### src/rtl/coprosit_pkg.sv
`default_nettype none
// ============================================================================
// coprosit_pkg
// Shared X-interface result type, result-arbiter sizing and source indices.
// Rev 1.0
// ============================================================================
package coprosit_pkg;

  localparam int X_ID_WIDTH = 4;

  typedef struct packed {
    logic [X_ID_WIDTH-1:0] id;
    logic [31:0]           data;
    logic [4:0]            rd;
    logic                  we;
    logic                  exc;
    logic [5:0]            exccode;
  } x_result_t;

  localparam int RESULT_N_CH        = 2;
  localparam int RESULT_ORDER_DEPTH = 4;

  typedef enum logic [0:0] {
    SrcPrau = 1'b0,
    SrcMem  = 1'b1
  } result_src_e;

  // Index width that stays legal (>=1 bit) for single-entry structures.
  function automatic int idx_width(input int n);
    return (n > 1) ? $clog2(n) : 1;
  endfunction

endpackage
`default_nettype wire

### src/rtl/coprosit_id_fifo.sv
`default_nettype none
// ============================================================================
// coprosit_id_fifo
// Offload-ID order FIFO; push while full is accepted only alongside a pop.
// Rev 1.0
// ============================================================================
module coprosit_id_fifo
  import coprosit_pkg::*;
#(
  parameter int DEPTH = RESULT_ORDER_DEPTH,
  parameter int WIDTH = X_ID_WIDTH
) (
  input  logic             clk_i,
  input  logic             rst_ni,
  input  logic             push_i,
  input  logic [WIDTH-1:0] push_data_i,
  input  logic             pop_i,
  output logic [WIDTH-1:0] head_o,
  output logic             full_o,
  output logic             empty_o
);

  localparam int AW = idx_width(DEPTH);
  localparam logic [AW:0] PTR_ONE = (AW+1)'(1);

  logic [AW:0]      wptr_q, wptr_d;
  logic [AW:0]      rptr_q, rptr_d;
  logic [WIDTH-1:0] mem_q [DEPTH];
  logic [WIDTH-1:0] mem_d [DEPTH];
  logic             do_push;
  logic             do_pop;

  // Extra pointer MSB separates full (wrap bits differ) from empty.
  assign full_o  = (wptr_q[AW] != rptr_q[AW]) && (wptr_q[AW-1:0] == rptr_q[AW-1:0]);
  assign empty_o = (wptr_q == rptr_q);
  assign do_pop  = pop_i & ~empty_o;
  assign do_push = push_i & (~full_o | do_pop);
  assign head_o  = mem_q[rptr_q[AW-1:0]];

  always_comb begin
    mem_d  = mem_q;
    wptr_d = wptr_q;
    rptr_d = rptr_q;
    if (do_push) begin
      mem_d[wptr_q[AW-1:0]] = push_data_i;
      wptr_d                = wptr_q + PTR_ONE;
    end
    if (do_pop) begin
      rptr_d = rptr_q + PTR_ONE;
    end
  end

  always_ff @(posedge clk_i or negedge rst_ni) begin
    if (!rst_ni) begin
      wptr_q <= '0;
      rptr_q <= '0;
      for (int i = 0; i < DEPTH; i++) begin
        mem_q[i] <= '0;
      end
    end else begin
      wptr_q <= wptr_d;
      rptr_q <= rptr_d;
      mem_q  <= mem_d;
    end
  end

endmodule
`default_nettype wire

### src/rtl/coprosit_result_arbiter.sv
`default_nettype none
// ============================================================================
// coprosit_result_arbiter
// Merges N_CH buffered result streams onto the X-if result channel with a
// locking round-robin arbiter. COPROSIT_RESULT_INORDER_EN enables ID-ordered commit.
// Rev 1.0
// ============================================================================
module coprosit_result_arbiter
  import coprosit_pkg::*;
#(
  parameter int  N_CH        = RESULT_N_CH,
  parameter int  ORDER_DEPTH = RESULT_ORDER_DEPTH,
  parameter type result_t    = x_result_t
) (
  input  logic                  clk_i,
  input  logic                  rst_ni,
  input  logic [N_CH-1:0]       ch_valid_i,
  output logic [N_CH-1:0]       ch_ready_o,
  input  result_t               ch_result_i [N_CH],
  output logic                  result_valid_o,
  input  logic                  result_ready_i,
  output result_t               result_o,
  input  logic                  issue_push_i,
  input  logic [X_ID_WIDTH-1:0] issue_id_i,
  output logic                  order_full_o
);

  localparam int GW = idx_width(N_CH);

  logic [N_CH-1:0] buf_v_q, buf_v_d;
  result_t         buf_q [N_CH];
  result_t         buf_d [N_CH];
  logic [GW-1:0]   rr_q, rr_d;
  logic [GW-1:0]   lock_grant_q, lock_grant_d;
  logic            lock_q, lock_d;
  logic [N_CH-1:0] eligible;
  logic [GW-1:0]   grant;
  logic            handshake;

`ifdef COPROSIT_RESULT_INORDER_EN
  logic [X_ID_WIDTH-1:0] order_head;
  logic                  order_empty;

  coprosit_id_fifo #(
    .DEPTH (ORDER_DEPTH),
    .WIDTH (X_ID_WIDTH)
  ) u_order_fifo (
    .clk_i       (clk_i),
    .rst_ni      (rst_ni),
    .push_i      (issue_push_i),
    .push_data_i (issue_id_i),
    .pop_i       (handshake),
    .head_o      (order_head),
    .full_o      (order_full_o),
    .empty_o     (order_empty)
  );

  always_comb begin
    eligible = '0;
    for (int c = 0; c < N_CH; c++) begin
      eligible[c] = buf_v_q[c] & (buf_q[c].id == order_head) & ~order_empty;
    end
  end

  always @(posedge clk_i) begin
    if (rst_ni) begin
      assert (!(issue_push_i && order_full_o && !handshake))
        else $warning("order FIFO push while full dropped id %0d", issue_id_i);
      assert ($onehot0(eligible))
        else $warning("several result buffers hold the order-head id");
    end
  end
`else
  logic unused_issue;

  assign eligible     = buf_v_q;
  assign order_full_o = 1'b0;
  assign unused_issue = ^{issue_push_i, issue_id_i, ORDER_DEPTH[0]};
`endif

  // Grant selection; a locked grant is held until its handshake.
  always_comb begin
    logic [GW:0] sum;
    logic        found;
    grant = rr_q;
    found = 1'b0;
    sum   = '0;
    if (lock_q) begin
      grant = lock_grant_q;
    end else begin
`ifdef COPROSIT_RESULT_INORDER_EN
      for (int c = N_CH - 1; c >= 0; c--) begin
        if (eligible[c]) begin
          grant = GW'(c);
        end
      end
`else
      for (int i = 0; i < N_CH; i++) begin
        sum = {1'b0, rr_q} + (GW+1)'(i);
        if (sum >= (GW+1)'(N_CH)) begin
          sum = sum - (GW+1)'(N_CH);
        end
        if (!found && eligible[sum[GW-1:0]]) begin
          grant = sum[GW-1:0];
          found = 1'b1;
        end
      end
`endif
    end
  end

  assign result_valid_o = |eligible;
  assign result_o       = result_valid_o ? buf_q[grant] : '0;
  assign handshake      = result_valid_o & result_ready_i;

  // A buffer draining this cycle may refill in the same cycle.
  always_comb begin
    buf_v_d    = buf_v_q;
    buf_d      = buf_q;
    ch_ready_o = '0;
    for (int c = 0; c < N_CH; c++) begin
      ch_ready_o[c] = ~buf_v_q[c] | (handshake & (grant == GW'(c)));
      if (handshake && (grant == GW'(c))) begin
        buf_v_d[c] = 1'b0;
      end
      if (ch_valid_i[c] && ch_ready_o[c]) begin
        buf_v_d[c] = 1'b1;
        buf_d[c]   = ch_result_i[c];
      end
    end
  end

  always_comb begin
    rr_d         = rr_q;
    lock_d       = result_valid_o & ~result_ready_i;
    lock_grant_d = grant;
    if (handshake) begin
      rr_d = (int'(grant) == N_CH - 1) ? '0 : grant + GW'(1);
    end
  end

  always_ff @(posedge clk_i or negedge rst_ni) begin
    if (!rst_ni) begin
      buf_v_q      <= '0;
      rr_q         <= '0;
      lock_q       <= 1'b0;
      lock_grant_q <= '0;
      for (int c = 0; c < N_CH; c++) begin
        buf_q[c] <= '0;
      end
    end else begin
      buf_v_q      <= buf_v_d;
      rr_q         <= rr_d;
      lock_q       <= lock_d;
      lock_grant_q <= lock_grant_d;
      buf_q        <= buf_d;
    end
  end

endmodule
`default_nettype wire

### config.mk
export PLATFORM = sky130hd
export DESIGN_NAME = coprosit_result_arbiter
export DESIGN_NICKNAME = d
export VERILOG_FILES = /design/src/rtl/coprosit_pkg.sv /design/src/rtl/coprosit_id_fifo.sv /design/src/rtl/coprosit_result_arbiter.sv
export SDC_FILE = /design/constraint.sdc
export NUM_CORES = 1
export LEC_CHECK = 0
export CORE_MARGIN = 8
export CORE_UTILIZATION = 35
export CTS_CLUSTER_DIAMETER = 80
export DETAILED_ROUTE_END_ITERATION = 10
export MAX_ROUTING_LAYER = met4
export SYNTH_ARGS = -nofsm -noshare
export SYNTH_HDL_FRONTEND = slang
export SYNTH_SLANG_ARGS = --single-unit
### constraint.sdc
create_clock -name clk_i -period 3.4 [get_ports clk_i]
set_input_delay 0.68 -clock clk_i [delete_from_list [all_inputs] [get_ports clk_i]]
set_output_delay 0.68 -clock clk_i [all_outputs]
set_load 0.03 [all_outputs]
==> reports/summary.log <==
qor: clock_tree.cts_tree built
qor: yosys.ys_seq_elements 103
qor: sta.report.final.hold_viol_count 0
qor: clock_tree.clk_root_buffer_cell clkbuf_16
qor: sta.finalClockSkew 0.00752 ns
qor: placed_design.placement.io_buffers 154
qor: yosys.number_of_warnings_issued_by_yosys 0
qor: drt.wl_per_cell 21.7 um
qor: sta.slew_headroom 0.511
qor: power.ir_drop 0.347 mV
qor: placed_design.dpl.cell_count 805
qor: cells_and_area.layout.cells.most_common clkdlybuf4s50_1
qor: cells_and_area.filler_cell_count 1359
qor: grt.pin_count_of_the_biggest_net_entering_global_routing 72
qor: floorplan.chipHeight 141 um
qor: clock_tree.clock_tree.htree_level_count 3
qor: grt.grt_antenna_before_repair 0
qor: sta.rsz0062_at_grt yes
qor: placed_design.global_placer_s_final_weighted_congestion 0.762
qor: drt.violation_count_after_the_first_detailed_route_iteration 263
qor: drt.post-route-drc-count 0
qor: critical_path.crit_path_max_incr_delay 0.73 ns
qor: sta.worst_slew_pin_slew 0.733 ns
qor: critical_path.critPathCaptureType output pin
qor: yosys.syn_inst 484
qor: clock_tree.clock_latency_reported_for_the_late_side_of_the_worst_skew_pair 0.35 ns
qor: power.power-per-cell-area 748 nW/um2
qor: power.power_leakage 0.00291 uW
qor: flow_run.cap_violations 0
qor: yosys.netlist-cell-type-count 27
qor: grt.grt_first_pass_wirelength 28.8 mm
qor: sta.timing.final.crit_share 0.974
qor: drt.route.vias.total 4696
qor: floorplan.placeable_core_area 15300 um2
qor: cells_and_area.syn_to_final_growth 38.9%
qor: sta.aggregate_negative_setup_slack 0 ns
qor: cells_and_area.layout.cells.most_common_list 143 x clkdlybuf4s50_1, 101 x dfrtp_1, 88 x mux2_2
qor: critical_path.crit_type reg2out
qor: drt.drtAntennaViolNets 0
qor: clock_tree.clk_sinks 103
qor: outcome.status completed
qor: min_path.hold_path.class in2async
qor: critical_path.critical_path_top_delay_cell clkdlybuf4s50_1
qor: cells_and_area.instances_no_fill 824
qor: critical_path.setup.worst_path.start_class flop
qor: floorplan.fp.dieArea 19900 um2
qor: cells_and_area.diodes 0
qor: drt.drtPass1Iterations 5
qor: grt.grt_pass1_vias 5158
qor: sta.finalSetupViolations 0
qor: yosys.post_synth.cell_area_avg 11.3 um2
qor: sta.fmax 0.302 GHz
qor: drt.via_density_per_instance 5.70
qor: clock_tree.clock_path_buffers 2
qor: yosys.synth_fp_nets 592
qor: yosys.yosysSeqAreaShare 0.470
qor: yosys.post_synth_instance_area 5490 um2
qor: sta.finalCriticalPeriod 3.31 ns
qor: clock_tree.cts_hold_buffers 0
qor: floorplan.placement_rows 45
qor: placed_design.place.detailed.hpwl 11.3 mm
qor: cells_and_area.nets 716
qor: floorplan.die-width 141 um
qor: grt.global_route.usage.total 0.188
qor: floorplan.boundary_pins 161
qor: clock_tree.worst_setup_hold_path_clk_slew 0.07 ns
qor: cells_and_area.final_layout_size_suffix_gt1_frac 0.233
qor: critical_path.cell_by_cell_listing_of_the_critical_path buf_4, or2_4, buf_12, nand4b_1, a31oi_1, clkdlybuf4s50_1
qor: floorplan.floorplan.initialDensity 0.360
qor: grt.global_route.overflow_total 0
qor: critical_path.critical_path_required 2.72 ns
qor: sta.drv_slew 0
qor: clock_tree.numCtsBuffers 9
qor: critical_path.critical_path.max_fanout 18
qor: critical_path.critical_path_arrival 2.63 ns
qor: drt.wirelength 17.9 mm
==> logic make-up (layout without fill, tap and decap cells) <==
group                  count (synthesis)  in the layout  share of synthesized area
and+or+nand+nor                      112            112                      0.136
DFF                                  103            103                      0.470
buffers and inverters                 62            190                     0.0486
AOI/OAI and AO/OA                    108            109                      0.137
muxes                                 98             98                      0.208
other                                  1              1                   0.000683
==> routing by layer <==
metal / track usage / vias up / share of wire
met5: - / - / 0
met4: 0.0560 / 0 / 0.014
met3: 0.0476 / 20 / 0.062
met2: 0.294 / 162 / 0.48
met1: 0.235 / 2395 / 0.45
li1: - / 2119 / -
==> synth_stat cells <==
cell type    n  area share
inv_1        1     0.00068
nand3_1     51       0.047
mux2_4      10       0.027
o211ai_1    49       0.067
mux2_2      88        0.18
buf_2       12       0.011
a31oi_1     49       0.056
or2_2        1      0.0011
clkbuf_1    42       0.029
nand3b_1     1      0.0014
buf_1        4      0.0027
nor2_1       2      0.0014
a41o_1       2      0.0036
or3b_1       1      0.0016
buf_4        1      0.0014
a21o_1       2      0.0027
nor2b_1      2      0.0023
o21bai_1     1      0.0014
a21boi_1     1      0.0014
nand2_1      4      0.0027
o21ai_0      3      0.0027
nand4b_1    49       0.078
nand2b_1     1      0.0011
a21bo_2      1      0.0018
buf_6        2      0.0041
dfrtp_1    103        0.47
conb_1       1     0.00068
==> through the flow <==
stage           util  instance area [um2]  setup WS [ns]  total power (uW)  hold WS, ns
2_1_floorplan      -                 5490          0.821              3600        0.384
5_1_grt        0.500                 7620        -0.0252              6020        0.360
4_1_cts        0.496                 7570        0.00932              5760        0.341
3_5_place_dp   0.478                 7290          0.284              4750        0.495
3_3_place_gp   0.478                 7290          0.290              4680        0.490
6_report       0.500                 7620         0.0873              5700        0.317
==> timing repair <==
item / CTS / global route
gates cloned: 1 / 0
pin swaps: 1 / 1
buffers inserted: 0 / 2
setup endpoints to repair: 25 / 23
resized for setup: 1 / 9
==> state kept, by name, summed over array words and instances, names as in the netlist <==
register,flops
lock_q,1
lock_grant_q,1
rr_q,1
buf_v_q,2
buf_q,98
==> layout make-up <==
| type | count | area (um2) | share of cell area |
|---|---|---|---|
| Inverter | 1 | 3.75 | 0.000492 |
| Sequential cell | 103 | 2580 | 0.338 |
| Multi-Input combinational cell | 320 | 2690 | 0.353 |
| Timing Repair Buffer | 173 | 1810 | 0.238 |
| Clock buffer | 13 | 250 | 0.0328 |
| Tap cell | 211 | 264 | 0.0346 |
| Clock inverter | 3 | 18.8 | 0.00246 |
==> path summary, 6_finish.rpt <==
path	start	end	slack [ns]	depth (start not counted)
worst max register to register	lock_q$_DFF_PN0_	buf_q[59]$_DFFE_PN0P_	0.90	5
worst min register to register	buf_q[84]$_DFFE_PN0P_	buf_q[84]$_DFFE_PN0P_	0.51	1
min in group clk_i	buf_q[84]$_DFFE_PN0P_	buf_q[84]$_DFFE_PN0P_	0.51	1
worst min-delay path	rst_ni	buf_q[15]$_DFFE_PN0P_	0.32	1
worst max-delay path	buf_v_q[1]$_DFFE_PN0P_	result_o[29]	0.09	6
max in group asynchronous	rst_ni	buf_q[74]$_DFFE_PN0P_	2.30	2
==> critical path, delay by kind of cell (launching register included) <==
family                 cells  cell delay (ns)
AOI/OAI and AO/OA          1             0.25
DFF                        1             0.47
and+or+nand+nor            2             0.39
buffers and inverters      3             1.15
==> power breakdown <==
| part | switching (uW) | leakage [uW] | internal (uW) | total (uW) |
|---|---|---|---|---|
| sequential | 277 | 0.00120 | 1640 | 1910 |
| combinational | 1510 | 0.00158 | 1300 | 2810 |
| clock | 464 | 0.000134 | 517 | 982 |
| total | 2250 | 0.00291 | 3450 | 5700 |
(Power assumes the default switching activity.)
